===== src/rtl/ternary_conv_stream.sv =====
// ternary_conv_stream
//   Streaming ternary-weight convolution. Loads CH KxK kernels (weights -1/0/+1) and an
//   IMGxIMG signed image over valid/ready streams, then computes every valid-position
//   convolution for all channels with one add/sub per channel per cycle. Results leave
//   position by position, row-major, on a backpressured output stream.
//
//   Optional feature: define RELU_EN to clamp negative channel results to zero before
//   they are registered into out_data (timing and out_last unchanged).
//
// Ports
//   clk, rst              clock, asynchronous active-high reset
//   w_valid/w_ready       weight stream handshake, w_data 2-bit code (01=+1, 11=-1, else 0)
//   w_reload              request a fresh weight load (only honoured before the first pixel)
//   pix_valid/pix_ready   pixel stream handshake, pix_data signed DW-bit pixel
//   out_valid/out_ready   result stream handshake
//   out_data              channel c in bits [c*ACC_W +: ACC_W]
//   out_last              marks the last output position of a frame
//   busy                  high while computing or emitting
module ternary_conv_stream #(
  parameter int unsigned DW    = 9,
  parameter int unsigned IMG   = 5,
  parameter int unsigned K     = 4,
  parameter int unsigned CH    = 2,
  parameter int unsigned ACC_W = 14
) (
  input  logic                  clk,
  input  logic                  rst,
  input  logic                  w_valid,
  output logic                  w_ready,
  input  logic [1:0]            w_data,
  input  logic                  w_reload,
  input  logic                  pix_valid,
  output logic                  pix_ready,
  input  logic [DW-1:0]         pix_data,
  output logic                  out_valid,
  input  logic                  out_ready,
  output logic [CH*ACC_W-1:0]   out_data,
  output logic                  out_last,
  output logic                  busy
);

  localparam int unsigned KK   = K * K;
  localparam int unsigned NPOS = IMG - K + 1;
  localparam int unsigned NW   = CH * KK;
  localparam int unsigned NPIX = IMG * IMG;
  localparam int unsigned WAW  = (NW > 1) ? $clog2(NW) : 1;
  localparam int unsigned PAW  = (NPIX > 1) ? $clog2(NPIX) : 1;
  localparam int unsigned KAW  = (K > 1) ? $clog2(K) : 1;
  localparam int unsigned RAW  = (NPOS > 1) ? $clog2(NPOS) : 1;

  typedef enum logic [1:0] {StLoadW, StLoadPix, StCompute, StEmit} state_e;

  state_e                   state_q;
  logic [WAW-1:0]           w_cnt_q;
  logic [PAW-1:0]           pix_cnt_q;
  logic [RAW-1:0]           r_q, c_q;
  logic [KAW-1:0]           i_q, j_q;
  // Set after the last tap: the following cycle registers the result.
  logic                     wb_q;
  logic [1:0]               w_mem   [NW];
  logic signed [DW-1:0]     pix_mem [NPIX];
  logic signed [ACC_W-1:0]  acc_q   [CH];

  logic [1:0]               w_dec;
  logic [RAW-1:0]           nxt_r, nxt_c;
  logic                     pos_last;
  logic                     tap_last;
  logic [RAW-1:0]           sel_r, sel_c;
  logic [KAW-1:0]           sel_i, sel_j;
  logic [PAW-1:0]           pix_idx;
  logic signed [DW-1:0]     px;
  logic signed [ACC_W-1:0]  px_ext;
  logic signed [ACC_W-1:0]  term [CH];
  logic signed [ACC_W-1:0]  sum  [CH];

  assign w_ready   = (state_q == StLoadW);
  assign pix_ready = (state_q == StLoadPix);
  assign busy      = (state_q == StCompute) || (state_q == StEmit);

  // Reserved code 10 is stored as a zero weight.
  assign w_dec = (w_data == 2'b10) ? 2'b00 : w_data;

  function automatic logic [ACC_W-1:0] finish_sum(input logic [ACC_W-1:0] v);
`ifdef RELU_EN
    return v[ACC_W-1] ? '0 : v;
`else
    return v;
`endif
  endfunction

  always_comb begin
    pos_last = (r_q == RAW'(NPOS - 1)) && (c_q == RAW'(NPOS - 1));
    tap_last = (i_q == KAW'(K - 1)) && (j_q == KAW'(K - 1));
    if (c_q == RAW'(NPOS - 1)) begin
      nxt_c = '0;
      nxt_r = r_q + RAW'(1);
    end else begin
      nxt_c = c_q + RAW'(1);
      nxt_r = r_q;
    end

    // While a result is being accepted, tap 0 of the next position is already
    // accumulated so back-to-back positions take K*K+1 cycles.
    if (state_q == StEmit) begin
      sel_r = nxt_r;
      sel_c = nxt_c;
      sel_i = '0;
      sel_j = '0;
    end else begin
      sel_r = r_q;
      sel_c = c_q;
      sel_i = i_q;
      sel_j = j_q;
    end

    pix_idx = PAW'((32'(sel_r) + 32'(sel_i)) * IMG + 32'(sel_c) + 32'(sel_j));
    px      = pix_mem[pix_idx];
    px_ext  = ACC_W'(px);

    for (int ch = 0; ch < CH; ch++) begin
      case (w_mem[WAW'(32'(ch) * KK + 32'(sel_i) * K + 32'(sel_j))])
        2'b01:   term[ch] = px_ext;
        2'b11:   term[ch] = -px_ext;
        default: term[ch] = '0;
      endcase
      // Tap 0 restarts the sum rather than adding to the previous position.
      sum[ch] = ((sel_i == '0) && (sel_j == '0)) ? term[ch] : acc_q[ch] + term[ch];
    end
  end

  always_ff @(posedge clk or posedge rst) begin
    if (rst) begin
      state_q   <= StLoadW;
      w_cnt_q   <= '0;
      pix_cnt_q <= '0;
      r_q       <= '0;
      c_q       <= '0;
      i_q       <= '0;
      j_q       <= '0;
      wb_q      <= 1'b0;
      out_valid <= 1'b0;
      out_data  <= '0;
      out_last  <= 1'b0;
      for (int n = 0; n < NW; n++) w_mem[n] <= '0;
      for (int n = 0; n < NPIX; n++) pix_mem[n] <= '0;
      for (int ch = 0; ch < CH; ch++) acc_q[ch] <= '0;
    end else begin
      unique case (state_q)
        StLoadW: begin
          if (w_valid) begin
            w_mem[w_cnt_q] <= w_dec;
            if (w_cnt_q == WAW'(NW - 1)) begin
              w_cnt_q <= '0;
              state_q <= StLoadPix;
            end else begin
              w_cnt_q <= w_cnt_q + WAW'(1);
            end
          end
        end

        StLoadPix: begin
          // A reload request before any pixel wins over a pixel offered in the same cycle.
          if (w_reload && (pix_cnt_q == '0)) begin
            state_q <= StLoadW;
            w_cnt_q <= '0;
          end else if (pix_valid) begin
            pix_mem[pix_cnt_q] <= pix_data;
            if (pix_cnt_q == PAW'(NPIX - 1)) begin
              pix_cnt_q <= '0;
              state_q   <= StCompute;
              r_q       <= '0;
              c_q       <= '0;
              i_q       <= '0;
              j_q       <= '0;
              wb_q      <= 1'b0;
            end else begin
              pix_cnt_q <= pix_cnt_q + PAW'(1);
            end
          end
        end

        StCompute: begin
          if (wb_q) begin
            for (int ch = 0; ch < CH; ch++) begin
              out_data[ch*ACC_W +: ACC_W] <= finish_sum(acc_q[ch]);
            end
            out_valid <= 1'b1;
            out_last  <= pos_last;
            wb_q      <= 1'b0;
            state_q   <= StEmit;
          end else begin
            for (int ch = 0; ch < CH; ch++) acc_q[ch] <= sum[ch];
            if (tap_last) begin
              wb_q <= 1'b1;
              i_q  <= '0;
              j_q  <= '0;
            end else if (j_q == KAW'(K - 1)) begin
              j_q <= '0;
              i_q <= i_q + KAW'(1);
            end else begin
              j_q <= j_q + KAW'(1);
            end
          end
        end

        StEmit: begin
          if (out_ready) begin
            out_valid <= 1'b0;
            out_last  <= 1'b0;
            if (pos_last) begin
              state_q <= StLoadPix;
              r_q     <= '0;
              c_q     <= '0;
            end else begin
              r_q     <= nxt_r;
              c_q     <= nxt_c;
              state_q <= StCompute;
              i_q     <= '0;
              for (int ch = 0; ch < CH; ch++) acc_q[ch] <= sum[ch];
              if (K == 1) begin
                wb_q <= 1'b1;
                j_q  <= '0;
              end else begin
                j_q <= KAW'(1);
              end
            end
          end
        end

        default: state_q <= StLoadW;
      endcase
    end
  end

endmodule


===== config.mk =====
export PLATFORM = sky130hd
export DESIGN_NAME = ternary_conv_stream
export DESIGN_NICKNAME = d
export VERILOG_FILES = /design/src/rtl/ternary_conv_stream.sv
export SDC_FILE = /design/constraint.sdc
export NUM_CORES = 1
export LEC_CHECK = 0
export BUFFER_PORTS_ARGS = -buffer_cell sky130_fd_sc_hd__buf_2
export CAP_MARGIN = 20
export CORE_AREA = 2 2 222 224
export DETAILED_ROUTE_END_ITERATION = 12
export DIE_AREA = 0 0 224 226
export SYNTH_ARGS = -nofsm -noshare
export SYNTH_HDL_FRONTEND = slang
export SYNTH_SLANG_ARGS = --single-unit

===== constraint.sdc =====
create_clock -name clk -period 12.7 [get_ports clk]
set_clock_uncertainty 0.1 [all_clocks]
set_input_delay 1.27 -clock clk [delete_from_list [all_inputs] [get_ports clk]]
set_output_delay 1.27 -clock clk [all_outputs]
set_load 0.01 [all_outputs]

# After elaboration in Yosys (flattened, before gate mapping)
# Cells that the tools add are included.
# classes
n_div	0
n_addsub	15
multipliers	1
n_lt_le_gt_ge	7
eq_ne	25
n_reduce_logical	27
shift	0
n_bitwise	6
n_mux	76
# op_table
operator	count
$bwmux W225	1
$mux W28	3
$bwmux W64	1
$mux W2	29
$pmux W14 S2	2
$pmux W28 S2	1
$bmux W9 S5	1
$demux W9 S5	1
$ge A6 B6 Y1 const B	5
$not A5 Y6	5
$add A14 B14 Y14	2
$mux W14	2
$mux W9	3
$bmux W2 S5	2
$mux W5	4
$mux W1	16
$eq A2 B2 Y1 const B	7
$ne A2 B2 Y1 const B	7
$neg A9 Y14	1
$lt A6 B1 Y1 const B	2
$pmux W2 S3	2
$add A5 B1 Y5 const B	2
$add A5 B2 Y5	2
$demux W2 S5	1
29 further kinds	55
# totals
latchBits	0
mem_bits_rw	0
memories	0
output_inout_bits	33
word_cells	227
rom_bits	0
regBits	366

# Longest topological paths before layout
# depth
depth_word	18
depth_mapped	34
ltp_nobuf	29

# Least setup slack after synthesis
# Ideal clock, no wire load.
# synth_timing
kind	reg-to-reg
start	register state_q[0]
end	register acc_q[27] (netlist bit)
path_buffers	6
path_slack_ps	5947
t_required_ps	12469
t_arrival_ps	6522
synth_period_minus_slack_ps	6753
path_stages_with_launch	34
path_cell_list	dfrtp_1 > clkbuf_1 > and2_1 > clkbuf_1 > buf_2 > o21ai_0 > ha_1 > inv_1 > fa_1 > inv_1 > ha_1 > inv_1 > fa_1 > buf_2 > clkbuf_1 > buf_2 > mux2i_1 > o2bb2ai_1 > mux2_2 > inv_1 > ha_1 > nand4_2 > o31ai_1 > xnor2_1 > nor2_1 > ha_1 > and2_1 > a31oi_1 > o31ai_1 > o41ai_1 > o21a_1 > nor3_1 > mux2i_1 > nand4_1
# synth_between
elab_chain_len	17
word_cells_on_any_way	37
classes_between	add/sub: 6; mul: 1; eq/ne: 7; mux: 16; bitwise: 2; reduce/logical: 5
# synth_lines
item	line_no	text
from (decl)	53	state_e state_q;
from (signal assigned)	133	state_q <= StLoadW;
from (signal assigned)	154	state_q <= StLoadPix;
from (signal assigned)	164	state_q <= StLoadW;
$eq A2 B2 Y1	104, 148	
$mux W1 or $mux W2 (tied branches)	104	if (state_q == StEmit) begin
$add A1 B2 Y3	116	pix_idx = PAW'((32'(sel_r) + 32'(sel_i)) * IMG + 32'(sel_c) + 32'(sel_j));
$mul A3 B3 Y5	116	
$add A5 B1 Y5	116	
$add A5 B2 Y5	116	
$not A5 Y6 (implied by the code)	117	px = pix_mem[pix_idx];
$bmux W9 S5	117	
$mux W9 (implied by the code) (2 in series)	117	
$neg A9 Y14	123	2'b11: term[ch] = -px_ext;
$pmux W14 S2	121	case (w_mem[WAW'(32'(ch) * KK + 32'(sel_i) * K + 32'(sel_j))])
$add A14 B14 Y14	127	sum[ch] = ((sel_i == '0) && (sel_j == '0)) ? term[ch] : acc_q[ch] + term[ch];
$mux W14	127	
$mux W28	210	if (pos_last) begin
$mux W28	207	if (out_ready) begin
$pmux W28 S2	148	unique case (state_q)
to (decl)	62	logic signed [ACC_W-1:0] acc_q [CH];
# Several ways; a longest one is shown, not always the timed one. The select of a mux whose other input is x is not followed.
# A chain may end at the register's enable or synchronous reset.

# Final worst setup path
# layout_timing
start	register state_q[1]
end	register acc_q[27] (netlist bit)
# Same word-level chain as after synthesis.

==> results.py <==
metrics = {
    "setup_path": {
        "reg2reg_from": "state_q[1]",
        "path_class": "reg2reg",
        "regToRegSetupSlack_ns": 4.41,
        "worst_setup_path_start_kind": "flip-flop",
        "rr_endpoint": "acc_q[27]",
        "critPathCaptureType": "flip-flop",
        "reg2reg_depth": 23,
        "cp.required_ns": 13.10,
        "crit_fanout": 32,
        "crit_arrival_ns": 8.69,
    },
    "synthesis": {
        "synthArstFlopShare_pct": 100.0,
        "ys_top_cells_by_area": "dfrtp_1 48%, mux2_2 19%, mux4_2 6.3%",
        "synth_compound_area_share_pct": 7.752,
        "muxShareOfSynthArea_pct": 27.82,
        "seq_area_frac_synth_pct": 48.17,
        "synth_seq_cells": 366,
        "syn_avg_cell_area_sq_um": 12.39,
        "synth_xor_area_share_pct": 1.606,
        "yosysMostFrequentCell": "dfrtp_1",
        "synth_top_area_share_pct": 48.17,
        "yosysTopAreaCell": "dfrtp_1",
        "synth_cell_types": 78,
        "synth_top_family_by_area": "multiplexers",
        "synth-simple-area-share_pct": 8.417,
        "synthTopCellsByCount": "366 x dfrtp_1, 325 x mux2_2, 113 x nand2_1, 102 x nor2_1",
        "synthesis.area_sq_um": 19010,
        "yosysWarnings": 0,
        "synthCells": 1535,
        "synth_flop_cell": "dfrtp_1",
        "synthAdderAreaFrac_pct": 3.488,
        "synth-edff-count": 0,
        "synth_nets": 1602,
    },
    "timing": {
        "fin_tns_setup_ns": 0,
        "rsz0062_at_grt": "false",
        "worstMarginPinSlew_ns": 1.164,
        "fin_crit_ns": 8.292,
        "fmax_mhz": 120.6,
        "setup_viol_count_final": 0,
        "holdWs_ns": 0.3762,
        "finalWorstSetupSlack_ns": 4.408,
        "fin_crit_sh_pct": 65.29,
        "slew_headroom_pct": 22.12,
        "drv_slew": 0,
        "hold_viol_final": 0,
    },
    "layout": {
        "nets": 1636,
        "utilization_pct": 43.88,
        "syn_to_final_growth_pct": 11.56,
        "drive_gt1_share_pct": 34.15,
        "nFillCells": 4436,
        "diodes": 0,
        "fin_cells": 2218,
        "final_area_sq_um": 21210,
    },
    "route": {
        "routedWlPerCell_um": 20.69,
        "route.detailed.drc": 0,
        "vias_per_cell": 5.623,
        "ant_nets": 0,
        "first_pass_iters": 5,
        "drt_wl_total_um": 45890,
        "vias": 12470,
        "drt_iter0_drc": 843,
    },
    "floorplanning": {
        "dieArea_sq_um": 50620,
        "start_util_pct": 39.33,
        "pin_count": 50,
        "design.core.area_sq_um": 48340,
        "rows": 81,
        "die_h_um": 226,
        "die_w_um": 224,
    },
    "run": {
        "drv_cap": 0,
    },
    "outcome": {
        "status": "completed",
    },
    "hold_path": {
        "min_path_cells": 2,
        "holdPathEnd": "out_valid",
        "hold_class": "reg2reg",
        "min_from": "out_valid",
    },
    "clock_tree": {
        "clock_path_buffers": 3,
        "ctsRootBufferMaster": "clkbuf_16",
        "path_clk_slew_ns": 0.06,
        "clkLatencyLatePin_ns": 0.57,
        "ctsResizeCount": 0,
        "cts.sinks": 366,
        "htreeDepth": 2,
        "cts_tree": "done",
        "cts_buffers": 41,
        "cts_hold_buf": 0,
        "cts_setup_buffers": 0,
    },
    "placement": {
        "postPlaceCellArea_sq_um": 19920,
        "hpwl_um": 30380,
        "dp.cells": 2148,
        "io_buffers": 49,
        "routabilityCongestion": 0.8692,
        "pre_cts_slack_ns": 4.424,
    },
    "power": {
        "clkPwrFrac_pct": 36.3,
        "switching_power_mw": 0.9308,
        "p_seq_share_pct": 43.7,
        "p_total_mw": 3.195,
        "pwr-share-comb_pct": 20.0,
        "p_leak_nw": 10.00,
        "power.internal_mw": 2.264,
        "ir_worst_vdd_v": 0.00007690,
        "p_per_area_nw_per_um2": 150.6,
        "p_sw_share_pct": 29.13,
    },
    "global_routing": {
        "grt_pass1_wl_um": 73490,
        "grt_pass1_vias": 12730,
        "grt_max_degree": 178,
        "grt.overflow.total": 0,
        "antenna_found_initial": 0,
        "grt_util_all_layers_pct": 18.63,
    },
}
power groups by stage:
| stage | Combinational [mW] | Sequential, mW | Clock, mW |
|---|---|---|---|
| floorplan | 0.520 | 1.37 | 0 |
| global placement | 0.622 | 1.41 | 0 |
| detailed placement | 0.638 | 1.41 | 0 |
| CTS | 0.641 | 1.39 | 1.19 |
| global route | 0.705 | 1.41 | 1.24 |
| finish | 0.639 | 1.40 | 1.16 |
flip-flops by register name (all words and copies together) (netlist names):
name	flops
pix_mem	225
w_mem	64
acc_q	28
out_data	28
pix_cnt_q	5
w_cnt_q	5
i_q	2
j_q	2
state_q	2
c_q	1
out_last	1
out_valid	1
r_q	1
wb_q	1
area by class of cell:
| type | count | area (sq um) | area share [%] |
|---|---|---|---|
| clock buffers | 57 | 1157 | 5.456 |
| clock inverters | 13 | 133.9 | 0.6312 |
| inverters | 35 | 140.1 | 0.6606 |
| multi-input cells | 1047 | 9353 | 44.09 |
| flip-flops and latches | 366 | 9159 | 43.18 |
| well taps | 622 | 778.2 | 3.669 |
| repair buffers | 78 | 490.5 | 2.312 |
worst max path at each step:
stage,from,endpoint,slack [ns]
after floorplan,rst,acc_q[0],1.17
after global placement,state_q[1],acc_q[27],4.55
after detailed placement,state_q[1],acc_q[27],4.42
after CTS,state_q[1],acc_q[27],4.38
after global routing,state_q[1],acc_q[27],3.69
final,state_q[1],acc_q[27],4.41
critical path: stages, from the launching register on:
cell and delay [ns]:
dfrtp_1 0.67, and2_1 0.67, o21ai_0 0.19, ha_1 0.34, inv_1 0.06, fa_4 1.12
buf_4 0.63, mux4_1 0.63, mux4_2 0.50, mux2i_1 0.31, ha_1 0.32, a211oi_1 0.09
xor2_1 0.16, nor2_1 0.07, ha_1 0.28, a211oi_1 0.21, o21ai_0 0.20, a211oi_1 0.39
o31ai_1 0.16, o41ai_1 0.50, o21ai_0 0.23, nor3_1 0.17, mux2i_1 0.10, nand4_1 0.10
routing by layer:
layer,up-vias,wire length [um],track usage [%],share of wire (%)
met1,6502,21180,25.72,46
met3,83,1831,3.357,4.0
met5,-,0,0,0
met4,0,1389,6.086,3.0
li1,5658,-,-,-
met2,229,21490,29.78,47
logic make-up after synthesis:
| family | count (synthesis) |
|---|---|
| AO/OA/AOI/OAI | 216 |
| XOR/XNOR | 34 |
| adder cells (fa/ha/maj) | 50 |
| buffers and inverters | 122 |
| flip-flops | 366 |
| multiplexers | 408 |
| AND/OR/NAND/NOR | 339 |
cell usage in the layout, fill, tap and decap left out, types with 6 or more instances in the layout:
cell type / n
a211oi_1: 12
a21o_1: 9
a21oi_1: 40
a221oi_1: 6
a22oi_1: 6
a31oi_1: 9
and2_1: 9
and3_1: 7
buf_2: 49
buf_4: 25
clkbuf_1: 10
clkbuf_16: 42
clkinv_2: 9
dfrtp_1: 366
ha_1: 44
inv_1: 30
mux2_2: 325
mux2i_1: 21
mux4_1: 6
mux4_2: 53
nand2_1: 113
nand2b_1: 7
nand3_1: 20
nand3b_1: 7
nor2_1: 102
nor2b_1: 16
nor3_1: 20
nor3b_1: 7
o21a_1: 10
o21ai_0: 52
o21ai_1: 6
o2bb2ai_1: 6
o31ai_1: 6
or3_1: 7
xnor2_1: 20
xor2_1: 12
No activity file was read; power rests on OpenSTA's default activity.
